File: src/rtl/sram_arbiter.sv
// Three-port round-robin arbiter that gates traffic until the SDRAM controller has initialised,
// then turns each request into a fixed-length slot with a level strobe and a one-cycle ack.
module sram_arbiter #(
    parameter int STARTUP_CYCLES = 10240,
    parameter int SLOT_CYCLES    = 32,
    parameter int STROBE_CYCLES  = 4
) (
    input  logic        clk_sdram,
    input  logic        init_n,
    input  logic [2:0]  p_req,
    input  logic [2:0]  p_we,
    input  logic [74:0] p_addr,
    input  logic [23:0] p_din,
    output logic [2:0]  p_ack,
    output logic [7:0]  p_dout,
    output logic        busy,
    output logic [24:0] sram_addr,
    output logic [7:0]  sram_din,
    output logic        sram_rd,
    output logic        sram_we,
    input  logic [7:0]  sram_dout
);

    localparam int SUW = $clog2(STARTUP_CYCLES + 1);

    typedef enum logic [2:0] {
        ST_STARTUP,
        ST_IDLE,
        ST_STROBE,
        ST_WAIT,
        ST_DONE
    } state_t;

    state_t          state_q, state_d;
    logic [SUW-1:0]  su_cnt_q, su_cnt_d;
    logic [7:0]      slot_cnt_q, slot_cnt_d;
    logic [1:0]      last_q, last_d;
    logic [1:0]      win_q, win_d;
    logic            we_q, we_d;
    logic [24:0]     addr_q, addr_d;
    logic [7:0]      din_q, din_d;
    logic [7:0]      dout_q, dout_d;
    logic [1:0]      pick;
    logic [1:0]      cand;

    function automatic logic [1:0] wrap3(input logic [2:0] v);
        logic [2:0] t;
        t = (v >= 3'd3) ? (v - 3'd3) : v;
        return t[1:0];
    endfunction

    // Scan lowest priority first so the highest-priority requester is the last to overwrite pick.
    always_comb begin
        pick = last_q;
        cand = last_q;
        for (int i = 3; i >= 1; i--) begin
            cand = wrap3({1'b0, last_q} + 3'(i));
            if (p_req[cand]) pick = cand;
        end
    end

    always_comb begin
        state_d    = state_q;
        su_cnt_d   = su_cnt_q;
        slot_cnt_d = slot_cnt_q;
        last_d     = last_q;
        win_d      = win_q;
        we_d       = we_q;
        addr_d     = addr_q;
        din_d      = din_q;
        dout_d     = dout_q;
        case (state_q)
            ST_STARTUP: begin
                su_cnt_d = su_cnt_q + SUW'(1);
                if (su_cnt_q == SUW'(STARTUP_CYCLES - 1)) begin
                    state_d  = ST_IDLE;
                    su_cnt_d = '0;
                end
            end
            ST_IDLE: begin
                if (|p_req) begin
                    state_d    = ST_STROBE;
                    last_d     = pick;
                    win_d      = pick;
                    we_d       = p_we[pick];
                    addr_d     = p_addr[25*pick +: 25];
                    din_d      = p_din[8*pick +: 8];
                    slot_cnt_d = 8'd1;
                end
            end
            ST_STROBE: begin
                slot_cnt_d = slot_cnt_q + 8'd1;
                if (slot_cnt_q == 8'(STROBE_CYCLES)) state_d = ST_WAIT;
            end
            ST_WAIT: begin
                slot_cnt_d = slot_cnt_q + 8'd1;
                // Read data is captured on entry to DONE so it is valid alongside the ack.
                if (slot_cnt_q == 8'(SLOT_CYCLES)) begin
                    state_d = ST_DONE;
                    if (!we_q) dout_d = sram_dout;
                end
            end
            ST_DONE: state_d = ST_IDLE;
            default: state_d = ST_STARTUP;
        endcase
    end

    always_ff @(posedge clk_sdram or negedge init_n) begin
        if (!init_n) begin
            state_q    <= ST_STARTUP;
            su_cnt_q   <= '0;
            slot_cnt_q <= '0;
            last_q     <= 2'd2;
            win_q      <= 2'd0;
            we_q       <= 1'b0;
            addr_q     <= '0;
            din_q      <= '0;
            dout_q     <= '0;
        end else begin
            state_q    <= state_d;
            su_cnt_q   <= su_cnt_d;
            slot_cnt_q <= slot_cnt_d;
            last_q     <= last_d;
            win_q      <= win_d;
            we_q       <= we_d;
            addr_q     <= addr_d;
            din_q      <= din_d;
            dout_q     <= dout_d;
        end
    end

    assign p_ack     = (state_q == ST_DONE) ? (3'(1) << win_q) : 3'b000;
    assign p_dout    = dout_q;
    assign busy      = (state_q != ST_IDLE);
    assign sram_addr = addr_q;
    assign sram_din  = din_q;
    assign sram_rd   = (state_q == ST_STROBE) && !we_q;
    assign sram_we   = (state_q == ST_STROBE) && we_q;

endmodule

File: config.mk
export PLATFORM = sky130hd
export DESIGN_NAME = sram_arbiter
export DESIGN_NICKNAME = d
export VERILOG_FILES = /design/src/rtl/sram_arbiter.sv
export SDC_FILE = /design/constraint.sdc
export NUM_CORES = 1
export LEC_CHECK = 0
export BUFFER_PORTS_ARGS = -buffer_cell sky130_fd_sc_hd__buf_2
export CAP_MARGIN = 40
export CORE_MARGIN = 10
export CORE_UTILIZATION = 37
export CTS_CLUSTER_SIZE = 20
export DETAILED_ROUTE_END_ITERATION = 8
export PLACE_DENSITY = 0.61
export SYNTH_ARGS = -nofsm -noshare
export SYNTH_HDL_FRONTEND = slang
export SYNTH_SLANG_ARGS = --single-unit
export TNS_END_PERCENT = 30
File: constraint.sdc
create_clock -name clk_sdram -period 3.3 [get_ports clk_sdram]
set_input_delay 0.165 -clock clk_sdram [delete_from_list [all_inputs] [get_ports clk_sdram]]
set_output_delay 0.165 -clock clk_sdram [all_outputs]
set_load 0.01 [all_outputs]
==> results of run 1 <==
==> path summary, 6_finish.rpt <==
| check | endpoint | cells past startpoint |
|---|---|---|
| setup / recovery | sram_addr[20] | 9 |
| hold / removal | p_dout[4] | 2 |
| setup reg to reg | sram_addr[20] | 9 |
| hold reg to reg | su_cnt_q[10] | 1 |
| max in group asynchronous | last_q[1] | 3 |
| min in group asynchronous | su_cnt_q[13] | 2 |
==> repair_timing <==
action | in CTS | in global routing
endpoints found under the setup margin | 0 | 0
hold buffers | 1 | 0
resized for setup | 0 | 0
endpoints found under the hold margin | 32 | 0
==> power by group through the flow <==
stage | registers, mW | logic [mW] | clock network [mW]
floorplan | 1.48 | 2.30 | 0
global placement | 1.44 | 3.23 | 0
detailed placement | 1.45 | 3.31 | 0
CTS | 1.44 | 3.31 | 1.01
global route | 1.49 | 3.64 | 1.04
finish | 1.44 | 3.33 | 0.983
==> cell families after synthesis <==
family | after synthesis
AO/OA/AOI/OAI | 178
XOR/XNOR | 10
adder cells (fa/ha/maj) | 6
buffers and inverters | 57
flip-flops | 70
multiplexers | 15
AND/OR/NAND/NOR | 152
==> metal layers <==
| layer | global-route usage, % | vias to the layer above | wire, µm |
|---|---|---|---|
| li1 | - | 2207 | - |
| met2 | 29.2 | 212 | 7260 |
| met5 | 0 | - | 13 |
| met4 | 6.55 | 2 | 299 |
| met1 | 22.5 | 2292 | 6690 |
| met3 | 6.57 | 26 | 1330 |
==> registers in the layout, summed over array words and instances, names as in the netlist <==
signal and cells:
state_q 3, slot_cnt_q 8, sram_din 8, last_q 2, su_cnt_q 14, win_q 1, we_q 1, sram_addr 25
p_dout 8
==> area by class of cell <==
type	count	area (µm²)	share of cell area, %
Multi-Input combinational cell	361	2510	43.7
Clock buffer	10	239	4.16
Clock inverter	6	61.3	1.07
Timing Repair Buffer	179	971	16.9
Sequential cell	70	1750	30.5
Inverter	6	22.5	0.392
Tap cell	147	184	3.20
==> cells in the final DEF (no fill, tap or decap), types with 7 or more instances in the layout <==
cell	instances
sky130_fd_sc_hd__buf_4	16
sky130_fd_sc_hd__nand3_1	76
sky130_fd_sc_hd__nand2_1	25
sky130_fd_sc_hd__buf_2	160
sky130_fd_sc_hd__nor2_1	13
sky130_fd_sc_hd__a31o_2	34
sky130_fd_sc_hd__xnor2_1	8
sky130_fd_sc_hd__o22a_1	34
sky130_fd_sc_hd__o21ai_0	17
sky130_fd_sc_hd__dfrtp_1	69
sky130_fd_sc_hd__a32oi_1	34
sky130_fd_sc_hd__nor3_1	7
sky130_fd_sc_hd__clkbuf_16	9
sky130_fd_sc_hd__a31oi_1	34
==> stage by stage <==
step / cell area [µm²] / setup slack (ns) / power, mW
floorplan: 4500 / 0.594 / 3.79
global placement: 5410 / 0.495 / 4.67
detailed placement: 5430 / 0.408 / 4.75
CTS: 5740 / 0.389 / 5.76
global route: 5740 / 0.170 / 6.17
finish: 5740 / 0.389 / 5.75
==> impl_results.rst, run 1 <==
.. list-table::
   :header-rows: 1

   * - Metric
     - Value
   * - Area added between synthesis and finish
     - 27.5%
   * - Data required time of the worst path
     - about 3.5 ns
   * - Share of async-settable or async-resettable flops after synthesis
     - 100%
   * - Combinational power share
     - 57.9%
   * - Global-route usage over all layers
     - 18.4%
   * - Clock share of power
     - 17.1%
   * - Fin. max-slew vios
     - 0
   * - Width of the die
     - 130 µm
   * - Diode count
     - 0
   * - Peak VDD IR
     - 0.516 mV
   * - Post-synthesis instance area
     - approximately 4500 µm²
   * - Total wire length
     - ~16000 µm
   * - Cell count after placement
     - 762
   * - XOR/XNOR share of the synthesized area
     - 1.94%
   * - Final hold violation count
     - 0
   * - DR vias
     - 4739
   * - Proportion of layout cells with a drive suffix above 1
     - 38.4%
   * - Overall overflow remaining after global route
     - 0
   * - Tightest Pin Transition
     - 0.744 ns
   * - CP max FO
     - 22
   * - Time the worst path needs with I/O delays and setup
     - 2.91 ns
   * - Synthesized-area fraction occupied by and/or/nand/nor cells
     - 17.3%
   * - Switching share of power
     - a little under half
   * - Floorplan Core Area
     - 12000 µm²
   * - Crit-path most repeated cell
     - sky130_fd_sc_hd__buf_4
   * - Clock net sink count
     - 70
   * - Net switching power of the design
     - ~2.6 mW
   * - Via count of the first global-routing pass
     - 4924
   * - Post-synth top flop
     - sky130_fd_sc_hd__dfrtp_1
   * - Most instantiated library cell after synthesis
     - sky130_fd_sc_hd__nand3_1
   * - Worst Hold Slack
     - 0.0449 ns
   * - Routed via count divided by cell count
     - 6.08
   * - Height of the die
     - 130 µm
   * - DRC errors left
     - 0
   * - Cell-internal power
     - 3.13 mW
   * - Arrival time of the worst setup path
     - 3.13 ns
   * - Cell area power density
     - roughly 1000 nW/µm²
   * - Number of failing setup endpoints in the final timing report
     - 0
   * - Multiplexer fraction of the synthesized cell area
     - 3.61%
   * - Effective utilization at floorplan
     - 37.6%
   * - Fillers
     - 1170
   * - Fmax
     - roughly 0.34 GHz
   * - Number of nets in the finished design
     - 748
   * - Utilization after layout
     - 48.0%
   * - Number of nets still failing antenna checks after routing
     - 0
   * - Slowest cell on the critical path
     - sky130_fd_sc_hd__dfrtp_1
   * - Area share of the largest cell type after synthesis
     - a little under two fifths
   * - Synth unique cells
     - 51
   * - Mapped Avg Cell Area
     - 9.23 µm²
   * - Adder and majority cell fraction of the synthesized area
     - 1.67%
   * - Tcrit/Tclk final
     - 88.2%
   * - Number of DRC markers after the initial detailed-route iteration
     - 253
   * - Clk Latency, worst-skew pair
     - 0.34 ns
   * - Largest incremental delay on the critical path
     - 0.49 ns
   * - Cell chain of the critical path
     - inv_1, ha_1, buf_4, mux2i_1, o21ai_2, a22o_1, buf_4, a31o_2, o22a_1
   * - Beginning of the critical path
     - last_q[0]
   * - Biggest area contributors in the synthesized netlist
     - sky130_fd_sc_hd__dfrtp_1, sky130_fd_sc_hd__nand3_1, sky130_fd_sc_hd__a31o_2
   * - Number of synthesized register bits
     - 70
   * - Wire length per cell
     - 20.0 µm
   * - Number of enable flip-flop cells after synthesis
     - 0
   * - HPWL Detailed
     - 11300 µm
   * - Largest family of logic cells by synthesized area
     - compound AO/OA/AOI/OAI gates
   * - Endpoint class of the critical path
     - register
   * - Root Driver
     - sky130_fd_sc_hd__clkbuf_16
   * - Number of antenna violations at the first check in global routing
     - 1
   * - Worst hold path class
     - in2reg
   * - Number of instances in the synthesized netlist
     - between 400 and 500
   * - Number of core rows
     - 40
   * - Full die area
     - approximately 17000 µm²
   * - Min-Delay Startpoint
     - sram_dout[4]
   * - Headroom to the max-slew limit
     - 50.0%
   * - Register area share after synthesis
     - 38.9%
   * - Result of the run
     - finished clean
   * - RSZ-0062 raised after global routing
     - false
   * - Largest net degree at the start of global routing
     - 39
   * - Top Ports
     - 162
   * - Leakage power figure
     - around 2.4 nW
   * - Synth warn
     - 0
   * - CTS tree
     - yes
   * - CTS Buf Count
     - 9
   * - Global-route wire length before repair
     - 25000 µm
   * - Number of buffers inserted to repair setup after CTS
     - 0
   * - Worst-path clk slew
     - 0.06 ns
   * - Compound-Gate Fraction of Synth Area
     - a little under a third
   * - Layout Cells excl Fill
     - around 780
   * - Count of buffers from port buffering
     - 161
   * - Startpoint of the lowest-slack register-to-register path
     - last_q[0]
   * - Detailed-routing iteration count for the pre-antenna-repair pass
     - 5
   * - Post-synthesis net count
     - 609
   * - Setup TNS
     - 0 ns
   * - Max clock buf depth
     - 2
   * - Final weighted congestion in routability-driven placement
     - about 0.87
   * - Largest delay contributor family on the critical path
     - compound AO/OA/AOI/OAI gates
   * - Startpoint kind of the worst setup timing path
     - register
   * - Worst Path Class, Setup
     - reg2reg
   * - Clock Skew
     - 0.00267 ns
   * - R2R setup slack
     - 0.39 ns
   * - Clock H-tree levels
     - 3
   * - Leading cell types by count after synthesis
     - sky130_fd_sc_hd__nand3_1, sky130_fd_sc_hd__dfrtp_1, sky130_fd_sc_hd__clkbuf_1
   * - Number of buffers and inverters on the critical path
     - 3
   * - Cell taking the most area after synthesis
     - sky130_fd_sc_hd__dfrtp_1
   * - Share of power burned in registers
     - around a quarter
   * - Max-cap violations
     - 0
Note: power is estimated with default switching activity, not from simulation.
==> run 2: changes to the inputs <==
- CELL_PAD_IN_SITES_DETAIL_PLACEMENT: not set -> 0
- CELL_PAD_IN_SITES_GLOBAL_PLACEMENT: not set -> 1
- HOLD_SLACK_MARGIN: not set -> 0.1
- PLACE_DENSITY: 0.61 -> 0.8
- SLEW_MARGIN: not set -> 30
==> run 2 against run 1 <==
Effect of this change:
- count of clock-buffer cells in the layout up 1
- design area up 1.7%
- die area did not move
- non-clock buffer count up 4
- first-iteration DRC count up 77%
- maximum frequency up 0.85%
- setup slack improved by 0.025 ns
- cell count increased by 0.51%
==> impl_results.rst, run 2 (synthesis gave the netlist of run 1 again) <==
.. list-table::
   :header-rows: 1

   * - Metric
     - Value
   * - Number of nets still failing antenna checks after routing
     - 0 (unchanged)
   * - Arrival time of the worst setup path
     - 3.16 ns (was 3.13 ns)
   * - Number of core rows
     - 40 (unchanged)
   * - Wire length per cell
     - 20.5 µm (was 20.0 µm)
   * - Root Driver
     - sky130_fd_sc_hd__clkbuf_16 (unchanged)
   * - Time the worst path needs with I/O delays and setup
     - 2.89 ns (was 2.91 ns)
   * - Detailed-routing iteration count for the pre-antenna-repair pass
     - 5 (unchanged)
   * - Cell area power density
     - 1010 nW/µm² (was 1000 nW/µm²)
   * - Number of nets in the finished design
     - 752 (was 748)
   * - Hold path depth
     - 3 (was 2)
   * - Clk Latency, worst-skew pair
     - 0.34 ns (about the same)
   * - Worst hold path class
     - in2reg (unchanged)
   * - Fillers
     - 1147 (was 1170)
   * - Setup TNS
     - 0 ns (unchanged)
   * - Combinational power share
     - 57.0% (was 57.9%)
   * - Clock net sink count
     - 70 (unchanged)
   * - DRC errors left
     - 0 (unchanged)
   * - Full die area
     - 17000 µm² (unchanged)
   * - Slowest cell on the critical path
     - sky130_fd_sc_hd__dfstp_2 (was sky130_fd_sc_hd__dfrtp_1)
   * - Top library cells by usage in the layout, fill and taps aside
     - sky130_fd_sc_hd__buf_2, sky130_fd_sc_hd__nand3_1, sky130_fd_sc_hd__dfrtp_1 (unchanged)
   * - Multi-input gate area
     - 2510 µm² (about the same)
   * - Routed via count divided by cell count
     - 6.16 (was 6.08)
   * - Sink of the worst hold path
     - sram_addr[12] (was p_dout[4])
   * - Area added between synthesis and finish
     - 29.6% (was 27.5%)
   * - Switching share of power
     - 45.4% (was 45.6%)
   * - Total wire length
     - 16000 µm (was 15600 µm)
   * - Clock H-tree levels
     - 3 (unchanged)
   * - Min-Delay Startpoint
     - p_addr[62] (was sram_dout[4])
   * - Terminus of the critical flop-to-flop path
     - sram_addr[5] (was sram_addr[20])
   * - FF+latch area
     - 1750 µm² (unchanged)
   * - Most common cell after layout, fill and taps aside
     - sky130_fd_sc_hd__buf_2 (unchanged)
   * - Met3 wire length
     - 1550 µm (was 1330 µm)
   * - Floorplan Core Area
     - 12000 µm² (unchanged)
   * - Diode count
     - 0 (unchanged)
   * - Data required time of the worst path
     - 3.58 ns (was 3.52 ns)
   * - Count of buffers from port buffering
     - 161 (unchanged)
   * - Via count of the first global-routing pass
     - 4881 (was 4924)
   * - Layout Cells excl Fill
     - 783 (was 779)
   * - Cell-internal power
     - 3.21 mW (was 3.13 mW)
   * - Post-layout worst setup margin
     - 0.414 ns (was 0.389 ns)
   * - Endpoint class of the critical path
     - register (unchanged)
   * - Cell count after placement
     - 758 (was 762)
   * - Largest register FFs
     - 25 (unchanged)
   * - CP max FO
     - 34 (was 22)
   * - Final hold violation count
     - 0 (unchanged)
   * - CTS tree
     - yes (unchanged)
   * - Tightest Pin Transition
     - 0.801 ns (was 0.744 ns)
   * - Number of failing setup endpoints in the final timing report
     - 0 (unchanged)
   * - Leakage power figure
     - 2.48 nW (was 2.44 nW)
   * - Startpoint kind of the worst setup timing path
     - register (unchanged)
   * - Startpoint of the lowest-slack register-to-register path
     - last_q[1] (was last_q[0])
   * - Clock Skew
     - 0.00602 ns (was 0.00267 ns)
   * - Width of the die
     - 130 µm (unchanged)
   * - Global-route wire length before repair
     - 25300 µm (was 25000 µm)
   * - Number of antenna violations at the first check in global routing
     - 1 (unchanged)
   * - Met1 wire length
     - 6660 µm (was 6690 µm)
   * - Number of buffers inserted to repair setup after CTS
     - 0 (unchanged)
   * - Number of DRC markers after the initial detailed-route iteration
     - 448 (was 253)
   * - Effective utilization at floorplan
     - 37.6% (unchanged)
   * - Fin. max-slew vios
     - 0 (unchanged)
   * - Top Ports
     - 162 (unchanged)
   * - Overall overflow remaining after global route
     - 0 (unchanged)
   * - CTS Buf Count
     - 9 (unchanged)
   * - Largest net degree at the start of global routing
     - 41 (was 39)
   * - Final weighted congestion in routability-driven placement
     - 0.819 (was 0.865)
   * - Max clock buf depth
     - 2 (unchanged)
   * - Depth of the worst register-to-register path
     - 8 (was 9)
   * - DR vias
     - 4822 (was 4739)
   * - Wire length on met2
     - 7560 µm (was 7260 µm)
   * - Headroom to the max-slew limit
     - 46.2% (was 50.0%)
   * - Peak VDD IR
     - 0.547 mV (was 0.516 mV)
   * - DP Worst Slack
     - 0.458 ns (was 0.408 ns)
   * - Worst Path Class, Setup
     - reg2reg (unchanged)
   * - Fmax
     - 0.346 GHz (was 0.344 GHz)
   * - HPWL Detailed
     - 11100 µm (was 11300 µm)
   * - Max-cap violations
     - 0 (unchanged)
   * - Tcrit/Tclk final
     - 87.5% (was 88.2%)
   * - Global-route usage over all layers
     - 18.5% (was 18.4%)
   * - Worst-path clk slew
     - 0.06 ns (about the same)
   * - Share of power burned in registers
     - 24.6% (was 25.0%)
   * - Net switching power of the design
     - 2.67 mW (was 2.62 mW)
   * - Top routing layer in use
     - met4 (was met5)
   * - Proportion of layout cells with a drive suffix above 1
     - 37.4% (was 38.4%)
   * - Largest incremental delay on the critical path
     - 0.56 ns (was 0.49 ns)
   * - Result of the run
     - finished clean (unchanged)
   * - Clock share of power
     - 18.4% (was 17.1%)
   * - Gates resized, CTS repair
     - 0 (unchanged)
   * - RSZ-0062 raised after global routing
     - false (unchanged)
   * - Height of the die
     - 130 µm (unchanged)
   * - Cell chain of the critical path
     - inv_1, ha_1, mux2_1, a2111oi_4, buf_4, a32oi_1, a31oi_1, o22a_1 (was inv_1, ha_1, buf_4, mux2i_1, o21ai_2, a22o_1, buf_4, a31o_2, o22a_1)
   * - R2R setup slack
     - 0.41 ns (was 0.39 ns)
[run 2: final cells by class]
| cell class | count | share of cell area (%) |
|---|---|---|
| Multi-Input combinational cell | 361 | 43.0 |
| Sequential cell | 70 | 30.0 |
| Timing Repair Buffer | 183 | 17.7 |
| Clock buffer | 11 | 4.33 |
| Tap cell | 147 | 3.15 |
| Clock inverter | 5 | 1.39 |
| Inverter | 6 | 0.386 |
[run 2: worst max path at each step]
stage          depth (start not counted)           end  slack, ns      start
6_report                               8  sram_addr[5]       0.41  last_q[1]
5_1_grt                                8  sram_addr[5]       0.25  last_q[1]
4_1_cts                                8  sram_addr[5]       0.44  last_q[1]
3_5_place_dp                           8  sram_addr[5]       0.46  last_q[1]
3_3_place_gp                           8  sram_addr[5]       0.52  last_q[1]
2_1_floorplan                         12  sram_addr[0]       0.59  last_q[0]
[run 2: power by group through the flow]
| stage | sequential (mW) | combinational, mW | clock (mW) |
|---|---|---|---|
| after floorplan | 1.48 | 2.30 | 0 |
| after detailed placement | 1.45 | 3.32 | 0 |
| final | 1.45 | 3.35 | 1.08 |
| after global routing | 1.49 | 3.66 | 1.14 |
| after CTS | 1.44 | 3.34 | 1.11 |
| after global placement | 1.45 | 3.24 | 0 |
[run 2: per-layer routing]
metal / vias up / global-route usage, %
met4: 0 / 6.61
met3: 22 / 6.73
li1: 2217 / -
met1: 2342 / 22.6
met5: - / 0
met2: 241 / 29.5
[run 2: timing repair]
item	in CTS	in global routing
endpoints found under the setup margin	0	0
endpoints found under the hold margin	38	0
hold buffers	9	0
[run 2: per-stage QoR]
stage | power, mW | hold WS (ns) | utilization (%) | cell area [µm²]
6_report | 5.88 | 0.173 | 48.8 | 5840
3_3_place_gp | 4.69 | 0.360 | 45.1 | 5390
4_1_cts | 5.89 | 0.163 | 48.8 | 5840
3_5_place_dp | 4.77 | 0.142 | 45.3 | 5410
2_1_floorplan | 3.79 | -0.131 | - | 4500
5_1_grt | 6.29 | 0.171 | 48.8 | 5840
[run 2: critical path: cells and delay by family, from the launching register on]
family	cells	cell delay (ns)
DFF	1	0.56
buffers and inverters	2	0.50
adders and majority gates	1	0.25
muxes	1	0.53
AOI/OAI and AO/OA	4	0.96
